$ cat src/rtl/dfc_param_if.sv
// Handshake and data bundle between the sample source, dfc_param and the downstream packer.
// The master side drives load data, commands and out_ready.
// The slave side (dfc_param) drives the pair results and status.
interface dfc_param_if #(
    parameter int unsigned DATA_W = 8
);
    logic [DATA_W-1:0] datain;
    logic              data_valid;
    logic [1:0]        cmd;
    logic              cmd_valid;
    logic              out_ready;
    logic [DATA_W:0]   dataout;
    logic              output_valid;
    logic              busy;

    modport master (
        output datain,
        output data_valid,
        output cmd,
        output cmd_valid,
        output out_ready,
        input  dataout,
        input  output_valid,
        input  busy
    );

    modport slave (
        input  datain,
        input  data_valid,
        input  cmd,
        input  cmd_valid,
        input  out_ready,
        output dataout,
        output output_valid,
        output busy
    );
endinterface

$ cat src/rtl/dfc_param.sv
// dfc_param: parametrised data-fetch/combine controller.
// LOAD fills DEPTH words. FIFO and LIFO stream the DEPTH/2 sums word[k] + word[k+DEPTH/2].
// FIFO runs in ascending k order and LIFO in descending order.
// Optional feature macro DFC_PARAM_DIFF_EN enables cmd=3 (DIFF).
// DIFF streams |word[k] - word[k+DEPTH/2]| in ascending order.
// Without the macro, cmd=3 is ignored.
// Outputs are decoded only from registered state, index and buffer.
module dfc_param #(
    parameter int unsigned DATA_W = 8,
    parameter int unsigned DEPTH  = 8,
    parameter int unsigned IDX_W  = $clog2(DEPTH)
) (
    input logic        clk,
    input logic        reset_n,
    dfc_param_if.slave bus_io
);

    localparam int unsigned Half = DEPTH / 2;
    localparam logic [IDX_W-1:0] LastLoad = IDX_W'(DEPTH - 1);
    localparam logic [IDX_W-1:0] LastBeat = IDX_W'(Half - 1);
    localparam logic [IDX_W-1:0] HalfIdx  = IDX_W'(Half);

    typedef enum logic [2:0] {
        StIdle,
        StLoad,
        StFifo,
        StLifo
`ifdef DFC_PARAM_DIFF_EN
        ,
        StDiff
`endif
    } state_e;

    state_e            state_q;
    logic [IDX_W-1:0]  idx_q;
    logic [DATA_W-1:0] mem_q [DEPTH];

    logic [IDX_W-1:0]  lo_idx;
    logic [IDX_W-1:0]  hi_idx;
    logic [DATA_W-1:0] word_lo;
    logic [DATA_W-1:0] word_hi;
    logic [DATA_W:0]   pair_sum;
`ifdef DFC_PARAM_DIFF_EN
    logic [DATA_W:0]   pair_diff;
`endif

    // State, index and buffer. In read states idx_q counts transferred beats.
    always_ff @(posedge clk or negedge reset_n) begin
        if (!reset_n) begin
            state_q <= StIdle;
            idx_q   <= '0;
            for (int unsigned i = 0; i < DEPTH; i++) begin
                mem_q[i] <= '0;
            end
        end else begin
            unique case (state_q)
                StIdle: begin
                    if (bus_io.cmd_valid) begin
                        idx_q <= '0;
                        case (bus_io.cmd)
                            2'd0:    state_q <= StLoad;
                            2'd1:    state_q <= StFifo;
                            2'd2:    state_q <= StLifo;
`ifdef DFC_PARAM_DIFF_EN
                            2'd3:    state_q <= StDiff;
`endif
                            default: state_q <= StIdle;
                        endcase
                    end
                end
                StLoad: begin
                    if (bus_io.data_valid) begin
                        mem_q[idx_q] <= bus_io.datain;
                        if (idx_q == LastLoad) begin
                            idx_q   <= '0;
                            state_q <= StIdle;
                        end else begin
                            idx_q <= idx_q + 1'b1;
                        end
                    end
                end
`ifdef DFC_PARAM_DIFF_EN
                StFifo, StLifo, StDiff: begin
`else
                StFifo, StLifo: begin
`endif
                    // output_valid is always high here, so out_ready alone marks a transfer.
                    if (bus_io.out_ready) begin
                        if (idx_q == LastBeat) begin
                            idx_q   <= '0;
                            state_q <= StIdle;
                        end else begin
                            idx_q <= idx_q + 1'b1;
                        end
                    end
                end
                default: begin
                    state_q <= StIdle;
                    idx_q   <= '0;
                end
            endcase
        end
    end

    // Select the current pair. LIFO mirrors the beat count onto the pair index.
    always_comb begin
        lo_idx   = (state_q == StLifo) ? (LastBeat - idx_q) : idx_q;
        hi_idx   = lo_idx + HalfIdx;
        word_lo  = mem_q[lo_idx];
        word_hi  = mem_q[hi_idx];
        pair_sum = {1'b0, word_lo} + {1'b0, word_hi};
`ifdef DFC_PARAM_DIFF_EN
        pair_diff = (word_lo >= word_hi) ? {1'b0, word_lo - word_hi}
                                         : {1'b0, word_hi - word_lo};
`endif
    end

    // Output decode. dataout is forced to zero whenever output_valid is low.
    always_comb begin
        bus_io.busy         = (state_q != StIdle);
        bus_io.output_valid = 1'b0;
        bus_io.dataout      = '0;
        case (state_q)
            StFifo, StLifo: begin
                bus_io.output_valid = 1'b1;
                bus_io.dataout      = pair_sum;
            end
`ifdef DFC_PARAM_DIFF_EN
            StDiff: begin
                bus_io.output_valid = 1'b1;
                bus_io.dataout      = pair_diff;
            end
`endif
            default: begin
                bus_io.output_valid = 1'b0;
                bus_io.dataout      = '0;
            end
        endcase
    end

endmodule

$ cat src/flat_wrapper.sv
// flat-port wrapper written by rule: the top's interface ports become plain ports
module dfc_param_flat 
#(
    parameter int unsigned DATA_W = 8,
    parameter int unsigned DEPTH  = 8,
    parameter int unsigned IDX_W  = $clog2(DEPTH)
)
  (clk, reset_n, bus_io_datain, bus_io_data_valid, bus_io_cmd, bus_io_cmd_valid, bus_io_out_ready, bus_io_dataout, bus_io_output_valid, bus_io_busy);
  dfc_param_if #(.DATA_W(DATA_W)) bus_io_i ();
  input logic clk;
  input logic reset_n;
  input wire logic [$bits(bus_io_i.datain)-1:0] bus_io_datain;
  input wire logic [$bits(bus_io_i.data_valid)-1:0] bus_io_data_valid;
  input wire logic [$bits(bus_io_i.cmd)-1:0] bus_io_cmd;
  input wire logic [$bits(bus_io_i.cmd_valid)-1:0] bus_io_cmd_valid;
  input wire logic [$bits(bus_io_i.out_ready)-1:0] bus_io_out_ready;
  output wire logic [$bits(bus_io_i.dataout)-1:0] bus_io_dataout;
  output wire logic [$bits(bus_io_i.output_valid)-1:0] bus_io_output_valid;
  output wire logic [$bits(bus_io_i.busy)-1:0] bus_io_busy;
  assign bus_io_i.datain = bus_io_datain;
  assign bus_io_i.data_valid = bus_io_data_valid;
  assign bus_io_i.cmd = bus_io_cmd;
  assign bus_io_i.cmd_valid = bus_io_cmd_valid;
  assign bus_io_i.out_ready = bus_io_out_ready;
  assign bus_io_dataout = bus_io_i.dataout;
  assign bus_io_output_valid = bus_io_i.output_valid;
  assign bus_io_busy = bus_io_i.busy;
  dfc_param #(.DATA_W(DATA_W), .DEPTH(DEPTH), .IDX_W(IDX_W)) u_core (.clk(clk), .reset_n(reset_n), .bus_io(bus_io_i));
endmodule
$ cat config.mk
export PLATFORM = sky130hd
export DESIGN_NAME = dfc_param_flat
export DESIGN_NICKNAME = d
export VERILOG_FILES = /design/src/rtl/dfc_param_if.sv /design/src/rtl/dfc_param.sv /design/src/flat_wrapper.sv
export SDC_FILE = /design/constraint.sdc
export NUM_CORES = 1
export LEC_CHECK = 0
export ABC_AREA = 1
export CORE_MARGIN = 8
export CORE_UTILIZATION = 55
export CTS_BUF_LIST = sky130_fd_sc_hd__clkbuf_4 sky130_fd_sc_hd__clkbuf_8
export CTS_CLUSTER_DIAMETER = 60
export DETAILED_ROUTE_END_ITERATION = 10
export PLACE_DENSITY_LB_ADDON = 0.05
export SLEW_MARGIN = 10
export SYNTH_ARGS = -nofsm -noshare
export SYNTH_HDL_FRONTEND = slang
export SYNTH_SLANG_ARGS = --single-unit
export TNS_END_PERCENT = 20
$ cat constraint.sdc
create_clock -name clk -period 4.09 [get_ports clk]
set_input_delay 1.0225 -clock clk [delete_from_list [all_inputs] [get_ports clk]]
set_output_delay 1.0225 -clock clk [all_outputs]
set_load 0.01 [all_outputs]
# --- After elaboration in Yosys (flattened, before gate mapping) ---
# Cells that the tools add are included.
word_totals:
  reg_bits: 70
  inputBits: 15
  output_inout_bits: 11
  elab_cells: 66
op_classes:
  n_addsub: 4
  magnitude_cmp: 4
  n_eq_ne: 12
  n_mux: 25
  bitwise: 3
  n_reduce_logical: 8
op_table:
  columns: ["operator", "count"]
  rows:
  - ["bitwise mux 64 bit", 1]
  - ["binary-select mux 8 bit (select 3 bit)", 2]
  - ["2-to-1 mux 8 bit", 5]
  - ["2-to-1 mux 3 bit", 11]
  - ["demux 8 bit (select 3 bit)", 1]
  - ["case mux 3 bit (3 select lines)", 2]
  - ["greater-or-equal comparator 4 bit, second input constant", 3]
  - ["NOT 3 -> 4 bit", 3]
  - ["adder 8 x 8 -> 9 bit", 1]
  - ["equality test 3 x 2 -> 1 bit, second input constant", 3]
  - ["2-to-1 mux 9 bit", 1]
  - ["!= test 2 bit, second input constant", 3]
  - ["case mux 2 bit (3 select lines)", 1]
  - ["AND reduction 5 bit", 1]
  - ["less-than comparator 4 x 1 -> 1 bit, second input constant", 1]
  - ["!= test 2 x 1 -> 1 bit, second input constant", 2]
  - ["adder 3 x 1 -> 3 bit, second input constant", 1]
  - ["adder 3 bit, second input constant", 1]
  - ["equality test 3 x 1 -> 1 bit, second input constant", 1]
  - ["equality test 3 bit, second input constant", 1]
  - ["zero test 3 bit", 1]
  - ["AND reduction 3 bit", 1]
  - ["nonzero test 3 bit", 1]
  - ["subtractor 2 x 3 -> 3 bit, first input constant", 1]
  - ["7 further kinds", 7]

# --- Depth between registers and ports, before layout ---
depth:
  ltp_word: 9
  mapped_depth: 17
  mapped_depth_nobuf: 16

# --- Worst setup path after synthesis ---
# Ideal clock, no wire load.
synth_path:
  path_kind: "reg2out"
  start: "register u_core.state_q[1]"
  end: "output bus_io_dataout[6]"
  arrival_ns: 2.280
  required_time_ns: 3.068
  slack_ns: 0.787
  stages_incl_launch_ff: 16
  path_buffers: 1
  path_cell_list: "dfrtp_1 > nand2_1 > clkinv_1 > nand2_1 > nand2_1 > buf_2 > nand3_1 > nand3_1 > nand2_1 > ha_1 > fa_1 > inv_1 > nor3_1 > nor2_1 > nor2_1 > nor2_1"
synth_via:
  elab_chain_cells: 9
  elab_cells_between_ends: 15
  cone_classes: "2 x add/sub; 2 x eq/ne; 8 x mux; 2 x bitwise; 1 x reduce/logical"
synth_lines:
  columns: ["item", "line_no", "text"]
  rows:
  - ["start: declaration", "dfc_param.sv:34", "state_e state_q;"]
  - ["start signal: assignment", "dfc_param.sv:50", "state_q <= StIdle;"]
  - ["start signal: assignment", "dfc_param.sv:61", "2'd0: state_q <= StLoad;"]
  - ["start signal: assignment", "dfc_param.sv:62", "2'd1: state_q <= StFifo;"]
  - ["equality test 3 x 2 -> 1 bit", "dfc_param.sv:107, dfc_param.sv:123", null]
  - ["2-to-1 mux 3 bit", "dfc_param.sv:107", "lo_idx = (state_q == StLifo) ? (LastBeat - idx_q) : idx_q;"]
  - ["adder 3 bit", "dfc_param.sv:108", "hi_idx = lo_idx + HalfIdx;"]
  - ["NOT 3 -> 4 bit (not written as such)", "dfc_param.sv:110", "word_hi = mem_q[hi_idx];"]
  - ["binary-select mux 8 bit (select 3 bit)", "dfc_param.sv:110", null]
  - ["2-to-1 mux 8 bit (not written as such) (2 in a row)", "dfc_param.sv:110", null]
  - ["adder 8 x 8 -> 9 bit", "dfc_param.sv:111", "pair_sum = {1'b0, word_lo} + {1'b0, word_hi};"]
  - ["2-to-1 mux 9 bit (*)", "dfc_param.sv:123", "case (state_q)"]
  - ["end: declaration", "flat_wrapper.sv:17", "output wire logic [$bits(bus_io_i.dataout)-1:0] bus_io_dataout;"]
# Mark *: on every way between the ends. The rest lies on a longest branch, timed or not. The select of a mux whose other input is x is not followed.

# --- Final worst setup path ---
layout_path:
  start: "register u_core.state_q[0]"
  end: "output bus_io_dataout[7]"
# The elaborated chain is that of the path after synthesis.

==> metrics.txt <==
status=finished, violations left; failing checks=negative setup slack; Worst VDD drop=0.303 mV; routed len/inst=15.2 microns; deepest clock path buffer count=2; Critical Path RT=3.07 ns; fill cell count=627; Internal Power=2.15 mW; pwr/cell area=828 nW/um^2; Cells after DPL=631; GRT Total Usage=0.208; setup TNS=-0.0232 ns; Flop pwr share=0.272; vias in the first global route=3436; ys flop type=dfrtp_1; die extent in y=101 microns; Hold Path Sink=u_core.mem_q[39]; H-tree levels=3; Slew Limit Fails=0; CTS Buf Count=9; Final Non-Filler Cells=651; Vias/cell=5.47; Area growth syn-to-layout=17.8%; clk root buf=clkbuf_8; core area=7100 sq um; Sw Pwr=1.70 mW; TritonCTS clock tree=yes; antenna cells=0; area post-placement=4270 sq um; DR pass1 iterations=6; cells on worst reg2reg path=8; switching share of power=0.441; Top Ports=26; Post-Syn Area=3940 sq um; share of cells above drive strength 1=0.112; Unique masters post-synth=28; HPWL Detailed=6830 microns; synthesized net count=547; Crit Path Class=flip-flop to primary output; Initial DRC Count=234; FF-to-FF End=u_core.mem_q[11]; Clock Latency Late Sink=0.35 ns; final worst path period share=1.01; fin crit period=4.11 ns; RSZ-0062 raised after global routing=yes; post-synthesis sequential area ratio=0.438; post-detailed-routing wire length=9920 microns; first-pass GRT wire length=16400 microns; critical path capture point type=primary output; hold_sp=u_core.mem_q[39]; post-route ant nets=0; Post-Synthesis Cells=519; WHS Path Cells=2; startpoint types=flip-flop; largest net degree at the start of global routing=41; pre-CTS worst setup slack=0.0986 ns; Via Count=3563; RePlAce Congestion=0.879; final hold violation count=0; Remaining DRCs=0; Worst Path Max Fanout=32; share of the synthesized area in the top cell type=0.438; Synth Warn #=0; Logic pwr share=0.554; post-route setup slack=-0.0232 ns; Max Fclk=243 MHz; grt total ovfl=0; Slew HR=0.503; Initial Util=0.555; max-capacitance violation count=0; WP data arrival=3.09 ns; fin area=4640 sq um; PortBufs=25; Synth area leaders=dfrtp_1, nand3_1, nand2_1, a21oi_1, nor2_1; clock sinks=69; Worst Skew=0.00826 ns; dominant cell type by area after synthesis=dfrtp_1; die area=10100 sq um; Post-layout nets=576; worst-margin pin slew=0.745 ns; initial antenna violation count=0; reg2reg start=u_core.state_q[1]; Lkg Pwr=2.27 nW; Clk pin slew, worst setup/hold paths=0.08 ns; syn avg cell area=7.60 sq um; FFs w/ async S/R, synth=1.00; most frequent cell after synthesis=nand2_1; FF-to-FF setup slack=2.10 ns; site row count=31; synthesized flop and latch total=69; Clk pwr share=0.174; Setup Viol. Count Final=1; synth cell count leaders=nand2_1, nand3_1, dfrtp_1; DIE WIDTH=101 microns; Hold Crit Class=flip-flop to flip-flop; Post-synth EDFFs=0
metal layers:
| metal | vias up | global-route usage | share of wire | wire (microns) |
|---|---|---|---|---|
| met1 | 1673 | 0.267 | 0.47 | 4630 |
| met4 | 0 | 0.0953 | 0.020 | 198 |
| met3 | 15 | 0.0387 | 0.049 | 486 |
| li1 | 1781 | - | - | - |
| met2 | 94 | 0.330 | 0.46 | 4600 |
| met5 | - | 0 | 0 | 0 |
sequential cells by signal, indices dropped and copies added, names as in the netlist:
register        count
u_core.mem_q       64
u_core.idx_q        3
u_core.state_q      2
power groups by stage:
stage          combinational, mW  clock (mW)  sequential [mW]
3_3_place_gp                1.95           0             1.05
5_1_grt                     2.40       0.704             1.07
3_5_place_dp                1.98           0             1.05
4_1_cts                     2.04       0.682             1.04
6_report                    2.13       0.670             1.05
2_1_floorplan               1.41           0             1.02
cells by family after synthesis:
family                     after synthesis  share of synthesized area
AOI/OAI and AO/OA                       82                      0.105
adders and majority gates               13                     0.0432
buffers and inverters                   58                     0.0679
DFF                                     69                      0.438
and+or+nand+nor                        297                      0.346
critical path: stages, from the launching register on:
cell	delay [ns]
dfrtp_1	0.43
nand2_2	0.13
nand2_4	0.13
buf_12	0.20
nand3_1	0.08
nand3_1	0.16
nand3_1	0.10
nand2_1	0.08
ha_2	0.30
nand2_1	0.13
nor2_2	0.05
o21ai_0	0.20
a21oi_1	0.10
nor2_1	0.10
clkdlybuf4s50_1	0.54
how the worst max path moves through the flow:
stage	startpoint	end	slack (ns)
after floorplan	u_core.state_q[1]	bus_io_dataout[6]	0.79
after global placement	u_core.state_q[0]	bus_io_dataout[6]	0.16
after detailed placement	u_core.state_q[0]	bus_io_dataout[6]	0.1
after CTS	u_core.state_q[1]	bus_io_dataout[5]	-0.07
after global routing	u_core.state_q[0]	bus_io_dataout[7]	-0.22
final	u_core.state_q[0]	bus_io_dataout[7]	-0.02
repair_timing:
item	4_1_cts	5_1_grt
setup endpoints to repair	6	7
pin swaps	0	1
resized for setup	9	16
hold buffers	0	0
setup buffers	2	3
stage by stage:
stage                     utilization  total power [mW]  hold slack, ns
after global placement          0.602              3.00           0.467
after CTS                       0.642              3.76           0.494
after global routing            0.654              4.18           0.516
after floorplan                     -              2.43           0.453
after detailed placement        0.602              3.03           0.475
final                           0.654              3.85           0.493
cell usage in the layout, fill, tap and decap left out, drive strengths merged:
cell type	instances
ha	12
dlymetal6s2s	3
or2	1
o21ai	26
nand4	2
fa	1
nand3b	1
nor2	69
nor3	3
bufinv	3
dlygate4sd2	2
clkinvlp	1
nand3	106
clkinv	3
inv	33
o21a	1
clkbuf	9
nand2	115
buf	18
dfrtp	69
clkdlybuf4s50	19
a21oi	55
final cells by class:
cell class / instances / area, sq um / area share
clock inverters: 6 / 111 / 0.0240
clock buffers: 9 / 124 / 0.0267
inverters: 34 / 128 / 0.0275
well taps: 99 / 124 / 0.0267
multi-input cells: 392 / 2020 / 0.436
repair buffers: 42 / 407 / 0.0876
flip-flops and latches: 69 / 1730 / 0.372
Note: power is estimated with default switching activity, not from simulation.
==> RTL edit, RTL diff (same settings) <==
The 4 states of `state_e` get a one-hot encoding in 4 bits.
--- a/src/rtl/dfc_param.sv
+++ b/src/rtl/dfc_param.sv
@@ -21,9 +21,9 @@
     localparam logic [IDX_W-1:0] HalfIdx  = IDX_W'(Half);
 
-    typedef enum logic [2:0] {
-        StIdle,
-        StLoad,
-        StFifo,
-        StLifo
+    typedef enum logic [3:0] {
+        StIdle = 4'b0001,
+        StLoad = 4'b0010,
+        StFifo = 4'b0100,
+        StLifo = 4'b1000
 `ifdef DFC_PARAM_DIFF_EN
         ,
Behaviour: same outputs for any inputs over 10 cycles, from zero or initial values and one cycle with reset_n low; not proved beyond that.
==> RTL edit against the unedited design <==
The flow still finishes with violations (negative setup slack); clock skew down 2.2 ps; wire length up 7.7%; fmax up 0.29%; register-to-register slack worse by 170 ps; area after synthesis down 2.5%; worst setup slack better by 12 ps; cell area down 0.30%; sequential cell count up 2; critical path depth unchanged; non-clock buffer count up 8; critical path type unchanged; largest cell class unchanged.
Power is not compared: it rests on default switching activity, and its combinational part moved more than twofold at a synthesized area within 25%.
==> RTL edit: results (changes against the unedited design) <==
Parameter                              Value

Yosys
  Count of synthesis-stage warnings from yosys    0 (unchanged)
  Top cell types by occurrence after synthesis    131 x nand3_1, 120 x nand2_1, 70 x dfrtp_1
  Library cells used by synthesis    26 (-7.1%)
  Predominant post-synthesis flop cell    dfrtp_1
  Largest cells by area after synthesis    dfrtp_1 46%, nand3_1 17%, nand2_1 12%
  Post-synthesis net count    532 (-2.7%)
  Share of synthesized area occupied by flip-flops and latches    0.463 (+0.0246)
  Proportion of register bits with asynchronous set or reset after synthesis    1.00 (unchanged)

Setup path
  Signal arrival time at the worst endpoint    3080 ps (about the same)
  Crit Path Max Fanout    16 (-50%)

Timing
  Skew final    6.02 ps (-2.23 ps)
  Setup violation total in the final timing report    1 (unchanged)
  Slew at the pin closest to its max-slew limit    831 ps (+86.3 ps)
  Final WS setup    -11.4 ps (+11.8 ps)

Power and ir drop
  Sw Ratio    0.354
  Lkg Pwr    between 2 and 2.5 nW
  Maximum resistive drop on vdd    between 0.3 and 0.4 mV

CTS
  Clock-pin slew on the worst setup and hold paths    70 ps
  Post-CTS Setup Inserts    0 (-2)
  Maximum level of the CTS H-tree    3 (unchanged)
  Clock latency reported for the late side of the worst-skew pair    about 340 ps
  Clock buffers created by TritonCTS    9 (unchanged)
  Maximum number of buffers from clock root to sink    2 (unchanged)
  CTS root buf    clkbuf_8

Global route
  Vias in the first global route    3565 (+3.8%)
  First-pass GRT wire length    17.4 mm (+6.4%)
  Maximum number of pins on one net before global-route repair    33 (-20%)
  Antenna violations before repair    0 (unchanged)
  Global-route total usage across every layer    0.220 (+0.0125)

Job
  Max-cap violations    0 (unchanged)

Routing
  Via Count    3706 (+4.0%)
  Number of DRC markers in iteration 0    346 (+48%)
  Final routed wire length divided by cell count    16.6 um (+8.8%)
  Pre-Repair DR Iteration Count    5 (-1)

Finish
  Ratio of cells with drive above 1 in the final layout    0.122 (+0.00994)
  Antenna diode count    0 (unchanged)
  Final nets    570 (-1.0%)
  Registers with the most flip-flops    u_core.mem_q: 64 flops, u_core.state_q: 4 flops, u_core.idx_q: 3 flops

Outcome
  Result of the run    finished, violations left
  Failing checks    negative setup slack

Placed design
  Global placement routability congestion    0.884 (+0.58%)
  Count of input and output buffers    25 (unchanged)
  Half-perimeter wire length after detailed placement    7.23 mm (+5.9%)

Hold path
  HP Class    flip-flop to flip-flop
-- RTL edit: cell count changes after synthesis, sizes merged, moves of 2 or more --
cell and delta:
o21ai +40, nor2 -44, nand3 +25, buf -7, ha -2, clkbuf +6, a21boi +2, inv -5
a21oi -38, nand2 +6
-- RTL edit: metal layers --
metal,share of wire,global-route usage,wire length (um),vias up
met5,0,0,0,-
met4,0.031,0.0966,331,0
met3,0.068,0.0349,725,30
met2,0.46,0.347,4870,153
met1,0.44,0.291,4750,1725
li1,-,-,-,1798
-- RTL edit: cell type report --
cell class | instances | area (um2)
fillers | 572 | 2160
clock buffers | 12 | 159
clock inverters | 3 | 42.5
repair buffers | 50 | 483
inverters | 28 | 108
well taps | 96 | 120
flip-flops and latches | 71 | 1780
multi-input cells | 384 | 1940
-- RTL edit: cells by family (layout without fill, tap and decap cells) --
kind of cell	after synthesis	count (layout)	synth area share
simple gates	285	285	0.327
compound gates	86	86	0.114
flops	71	71	0.463
buf+inv	51	93	0.0537
fa+ha+maj	11	11	0.0378
xor+xnor	2	2	0.00456
-- RTL edit: power by group through the flow --
stage                     registers [W]  logic [W]  clock network, W
after global placement         0.000827   0.000705                 0
after floorplan                0.000820   0.000476                 0
after detailed placement       0.000828   0.000712                 0
final                          0.000823   0.000790          0.000581
after CTS                      0.000816   0.000723          0.000583
after global routing           0.000828   0.000896          0.000606
-- RTL edit: worst paths after layout --
check,slack (ps),from,endpoint,depth (start not counted)
max in group asynchronous,2610,reset_n,u_core.mem_q[54],2
worst max-delay path,-10,u_core.state_q[0],bus_io_dataout[2],14
min in group asynchronous,700,reset_n,u_core.mem_q[2],1
worst min register to register,500,u_core.mem_q[61],u_core.mem_q[61],2
worst max register to register,1930,u_core.state_q[3],u_core.mem_q[4],6
worst min-delay path,500,u_core.mem_q[61],u_core.mem_q[61],2
-- RTL edit: what timing repair did --
item	CTS	global route
pin swaps	0	2
setup endpoints to repair	8	7
cloned	0	1
resized for setup	17	20
endpoints found under the hold margin	0	0
-- RTL edit: stage by stage --
stage	setup TNS (ps)	cells	power, W	instance area [um2]	setup slack, ps
6_report	-11.4	644	0.00219	4630	-11.4
5_1_grt	-497	644	0.00233	4630	-191
4_1_cts	-373	643	0.00212	4530	-205
2_1_floorplan	0	506	0.00130	3840	486
3_5_place_dp	0	628	0.00154	4300	12.1
3_3_place_gp	0	628	0.00153	4300	37.6
-- RTL edit: worst max-delay path: stages, from the launching register on --
cell and delay [ps]:
dfstp_2 580, nor2_4 60, nand2_2 110, nand2_1 90
nand2_2 140, buf_12 170, nand3_1 110, nand3_1 90
nand2_1 70, ha_1 240, fa_2 350, buf_4 140
xnor2_1 210, nor2_1 80, dlygate4sd2_1 290
